<file path="config.mk">
export PLATFORM = sky130hd
export DESIGN_NAME = skinny_round_ctrl
export DESIGN_NICKNAME = d
export VERILOG_FILES = /design/src/rtl/skinny_round_ctrl.sv
export SDC_FILE = /design/constraint.sdc
export NUM_CORES = 1
export LEC_CHECK = 0
export ABC_AREA = 1
export CAP_MARGIN = 20
export CORE_MARGIN = 10
export CORE_UTILIZATION = 41
export CTS_BUF_LIST = sky130_fd_sc_hd__clkbuf_4
export DETAILED_ROUTE_END_ITERATION = 12
export PLACE_DENSITY = 0.8
export SLEW_MARGIN = 20
export SYNTH_ARGS = -nofsm -noshare
export SYNTH_HDL_FRONTEND = slang
export SYNTH_SLANG_ARGS = --single-unit
</file>
<file path="constraint.sdc">
create_clock -name clk -period 2 [get_ports clk]
set_input_delay 0.4 -clock clk [delete_from_list [all_inputs] [get_ports clk]]
set_output_delay 0.4 -clock clk [all_outputs]
set_load 0.01 [all_outputs]
</file>
<file path="src/rtl/skinny_round_ctrl.sv">
// Control FSM for an 8-rounds-per-cycle SKINNY datapath: load, 5 round cycles, unload.
// Optional macro RCTRL_ABORT_EN adds an abort input that returns the FSM to IDLE.
module skinny_round_ctrl (
    input  logic       clk,
    input  logic       rst,
`ifdef RCTRL_ABORT_EN
    input  logic       abort,
`endif
    input  logic       start,
    input  logic       in_valid,
    output logic       in_ready,
    output logic       out_valid,
    input  logic       out_ready,
    output logic       busy,
    output logic       done,
    output logic       senc,
    output logic       sse,
    output logic       xenc,
    output logic       xse,
    output logic       yenc,
    output logic       yse,
    output logic       zenc,
    output logic       zse,
    output logic [5:0] const0,
    output logic [5:0] const1,
    output logic [5:0] const2,
    output logic [5:0] const3,
    output logic [5:0] const4,
    output logic [5:0] const5,
    output logic [5:0] const6,
    output logic [5:0] const7
);

    typedef enum logic [2:0] {IDLE, LOAD, ROUND, OUT, DONE} state_t;

    state_t      state, state_nx;
    logic [1:0]  beat_cnt, beat_nx;
    logic [2:0]  rnd_cnt, rnd_nx;
    logic [5:0]  rc, rc_nx;
    logic [8:0][5:0] chain;
    logic        kill;

    function automatic logic [5:0] rc_step(input logic [5:0] x);
        return {x[4:0], x[5] ^ x[4] ^ 1'b1};
    endfunction

`ifdef RCTRL_ABORT_EN
    assign kill = abort && (state == LOAD || state == ROUND || state == OUT);
`else
    assign kill = 1'b0;
`endif

    // chain[i+1] is the constant for unrolled round i of this cycle
    always_comb begin
        chain[0] = rc;
        for (int i = 0; i < 8; i++) chain[i+1] = rc_step(chain[i]);
    end

    assign busy = (state != IDLE);

    always_ff @(posedge clk or negedge rst) begin
        if (!rst) begin
            state    <= IDLE;
            beat_cnt <= 2'd0;
            rnd_cnt  <= 3'd0;
            rc       <= 6'd0;
        end else begin
            state    <= state_nx;
            beat_cnt <= beat_nx;
            rnd_cnt  <= rnd_nx;
            rc       <= rc_nx;
        end
    end

    always_comb begin
        state_nx  = state;
        beat_nx   = beat_cnt;
        rnd_nx    = rnd_cnt;
        rc_nx     = rc;
        in_ready  = 1'b0;
        out_valid = 1'b0;
        done      = 1'b0;
        senc      = 1'b0;
        sse       = 1'b0;
        xenc      = 1'b0;
        xse       = 1'b0;
        yenc      = 1'b0;
        yse       = 1'b0;
        zenc      = 1'b0;
        zse       = 1'b0;
        const0    = 6'd0;
        const1    = 6'd0;
        const2    = 6'd0;
        const3    = 6'd0;
        const4    = 6'd0;
        const5    = 6'd0;
        const6    = 6'd0;
        const7    = 6'd0;
        case (state)
            IDLE: begin
                if (start) begin
                    state_nx = LOAD;
                    beat_nx  = 2'd0;
                    rnd_nx   = 3'd0;
                    rc_nx    = 6'd0;
                end
            end
            LOAD: begin
                in_ready = 1'b1;
                if (in_valid) begin
                    senc    = 1'b1;
                    sse     = 1'b1;
                    xenc    = 1'b1;
                    xse     = 1'b1;
                    yenc    = 1'b1;
                    yse     = 1'b1;
                    beat_nx = beat_cnt + 2'd1;
                    if (beat_cnt == 2'd3) state_nx = ROUND;
                end
            end
            ROUND: begin
                senc   = 1'b1;
                xenc   = 1'b1;
                yenc   = 1'b1;
                zenc   = 1'b1;
                const0 = chain[1];
                const1 = chain[2];
                const2 = chain[3];
                const3 = chain[4];
                const4 = chain[5];
                const5 = chain[6];
                const6 = chain[7];
                const7 = chain[8];
                rc_nx  = chain[8];
                rnd_nx = rnd_cnt + 3'd1;
                if (rnd_cnt == 3'd4) begin
                    state_nx = OUT;
                    rnd_nx   = 3'd0;
                end
            end
            OUT: begin
                out_valid = 1'b1;
                if (out_ready) begin
                    senc    = 1'b1;
                    sse     = 1'b1;
                    beat_nx = beat_cnt + 2'd1;
                    if (beat_cnt == 2'd3) state_nx = DONE;
                end
            end
            DONE: begin
                done     = 1'b1;
                state_nx = IDLE;
            end
            default: state_nx = IDLE;
        endcase
        // Abort wins over any handshake in flight: no beat is signalled or counted.
        if (kill) begin
            state_nx  = IDLE;
            beat_nx   = 2'd0;
            rnd_nx    = 3'd0;
            rc_nx     = 6'd0;
            in_ready  = 1'b0;
            out_valid = 1'b0;
            senc      = 1'b0;
            sse       = 1'b0;
            xenc      = 1'b0;
            xse       = 1'b0;
            yenc      = 1'b0;
            yse       = 1'b0;
        end
    end

endmodule
</file>
==> flow_summary_export.csv <==
group,metric,value,unit
pwr,powerDensity,1720,mW/mm^2
pwr,p_int,1.55,mW
placed_design,io_buffers,63,
finish,layout_common_cells,"nand2_1 (22), buf_4 (20), dlygate4sd2_1 (19)",
routing,avgViaCountPerCell,4.85,
global_routing,grt.busiest_layer,"met2",
timing,period_share,0.990,
routing,antenna_left,0,
routing,finalWirelength,3680,um
critical_path,cp-end-kind,"primary output",
die,fp.dieW,74.9,um
routing,drtPass1Iterations,6,
clocking,cts_hold_buf,0,
die,fp.dieArea,0.00561,mm^2
global_routing,grt_overflow,0,
die,initial_core_util,0.437,
global_routing,grtUsageMet2,0.214,
timing,slew_violations,0,
placed_design,gp_congestion,0.854,
yosys,synth_edf_count,0,
clocking,clock_path_buffers,2,
clocking,path_clk_slew,80,ps
pwr,seqPwrFrac,0.175,
global_routing,use_met3,0.0315,
clocking,root_buffer,"clkbuf_4",
finish,diodes,0,
placed_design,hpwl,2670,um
global_routing,grtUsageMet1,0.136,
global_routing,grtUsageTotal,0.122,
clocking,clk_latency,280,ps
finish,fillCellCount,245,
finish,drive_gt1_frac,0.377,
yosys,synth_nets,167,
clocking,cts_tree,"done",
yosys,yosys.area.top_type,"dfrtp_1",
critical_path,required,1600,ps
routing,drc,0,
critical_path,critPathMaxFanout,7,
die,rows,19,
die,fp.dieH,74.9,um
yosys,syn_area_per_cell,7.77,um^2
yosys,ys_async_sr_fraction,1.00,
clocking,cts_made_buffers,3,
pwr,power.static_leakage,1.19,nW
pwr,power_switching,1.52,mW
die,io_pins,65,
timing,max-slew-margin-rel,0.569,
pwr,p_clk_frac,0.054,
timing,hold_ws,502,ps
critical_path,path_class,"reg -> out",
global_routing,grt_max_degree,15,
timing,worst_clock_skew,6.08,ps
clocking,cts.sinks,14,
timing,period_minus_slack,1980,ps
pwr,ir_drop,678,uV
yosys,ys_top_cells_by_area,"dfrtp_1 (28%), buf_4 (23%), nand2_1 (7.0%)",
yosys,synthCells,159,
finish,syn_to_final_growth,44.4,%
flow_run,max-cap-violations,0,
critical_path,start_kind,"flop",
timing,grt_setup_unrepaired,"true",
routing,drtIter0Drc,52,
timing,finalHoldViolCount,0,
global_routing,antenna_found_initial,0,
pwr,p_comb_frac,0.770,
yosys,synth.top_cell.area_share,0.283,
routing,wl_per_cell,15.5,um
routing,vias,1155,
timing,finalSetupViolCount,0,
pwr,switching_share,0.496,
critical_path,crit_arrival,1580,ps
global_routing,grt_pass1_wl,5430,um
min_path,hold_class,"reg -> reg",
timing,worstMarginPinSlew,644,ps
die,core_area,0.00283,mm^2
global_routing,grt_pass1_vias,1098,
yosys,ys_ff_latch,14,
finish,post-route-util,0.631,
yosys,yosys_most_used_dff,"dfrtp_1",
yosys,syn-cell-area,0.00124,mm^2
timing,timing.fmax,505,MHz
finish,finalNetCount,216,
yosys,yosysSeqAreaShare,0.283,
yosys,synth_cell_types,28,
finish,layout.cells.most_common,"nand2_1",
yosys,synth_warnings,0,
run_status,status,"finished, final reports clean",
clocking,htree_levels,1,
==> critical path, stage by stage, from the launching register on <==
cell and delay, ps:
dfrtp_1 410, nor2_4 140, buf_4 140, buf_12 100, nand2_4 90, buf_4 160, nor2_4 110, buf_2 150
==> state kept, by name (all words and copies together) (netlist names) <==
signal	cells
state	3
beat_cnt	2
rc	6
rnd_cnt	3
==> synthesized netlist by cell type (2+ instances only) <==
| cell | number |
|---|---|
| nor2_1 | 13 |
| nor3_1 | 2 |
| nand3_1 | 4 |
| dfrtp_1 | 14 |
| nand2_2 | 4 |
| xor2_1 | 6 |
| nor2_2 | 2 |
| o21ai_1 | 2 |
| o21bai_1 | 2 |
| inv_1 | 16 |
| buf_4 | 38 |
| nor2_4 | 3 |
| buf_2 | 2 |
| inv_2 | 5 |
| nand2_1 | 23 |
| nand3_2 | 4 |
| ha_1 | 3 |
| o22ai_1 | 6 |
==> cell families (layout without fill, tap and decap cells) <==
family / after synthesis / count (layout) / synth area share
compound gates: 15 / 15 / 0.0820
fa+ha+maj: 3 / 3 / 0.0304
buf+inv: 62 / 109 / 0.312
other cells: 1 / 1 / 0.00303
flops: 14 / 14 / 0.283
xor+xnor: 7 / 7 / 0.0496
simple gates: 57 / 58 / 0.240
==> final timing paths <==
path / slack (ps) / to / start / depth (start not counted)
max in group asynchronous: 1040 / state[1]$_DFFE_PN0P_ / rst / 1
worst max register to register: 490 / rc[5]$_DFFE_PN0P_ / state[0]$_DFFE_PN0P_ / 6
min in group asynchronous: 510 / rnd_cnt[2]$_DFFE_PN0P_ / rst / 1
worst min-delay path: 500 / beat_cnt[1]$_DFFE_PN0P_ / beat_cnt[1]$_DFFE_PN0P_ / 2
worst max-delay path: 20 / const5[1] / state[0]$_DFFE_PN0P_ / 7
worst min register to register: 500 / beat_cnt[1]$_DFFE_PN0P_ / beat_cnt[1]$_DFFE_PN0P_ / 2
==> through the flow <==
step	instance area (um^2)	total power [mW]	setup WS [ps]	setup TNS [ps]	std cells
floorplan	1240	1.98	152	0	159
global placement	1700	2.78	-107	-633	225
detailed placement	1700	2.84	-137	-1270	225
CTS	1760	2.98	-189	-2310	234
global route	1790	3.32	-79.6	-993	238
finish	1790	3.07	19.1	0	238
==> power by group through the flow <==
stage	registers [mW]	logic (mW)	clock network (mW)
after global placement	0.507	2.27	0
final	0.539	2.37	0.166
after detailed placement	0.518	2.33	0
after global routing	0.553	2.59	0.186
after CTS	0.531	2.29	0.166
after floorplan	0.518	1.46	0
==> routing by layer <==
metal,part of all wire,vias to the layer above
met3,0.085,7
li1,-,555
met2,0.52,51
met1,0.38,542
met5,0,-
met4,0.014,0
==> final cells by class <==
cell class / instances / area [um^2] / area share
clock buffer: 3 / 22.5 / 0.0126
clock inverter: 1 / 3.75 / 0.00210
inverter: 21 / 78.8 / 0.0441
multi-input combinational: 84 / 579 / 0.324
sequential: 14 / 352 / 0.197
tap: 31 / 38.8 / 0.0217
timing repair buffer: 84 / 711 / 0.398
==> timing repair <==
| item | CTS | global route |
|---|---|---|
| resized for setup | 75 | 60 |
| buffers inserted | 4 | 4 |
| pin swaps | 1 | 4 |
| setup endpoints to repair | 58 | 36 |
| gates cloned | 1 | 0 |
Note: power is estimated with default switching activity, not from simulation.
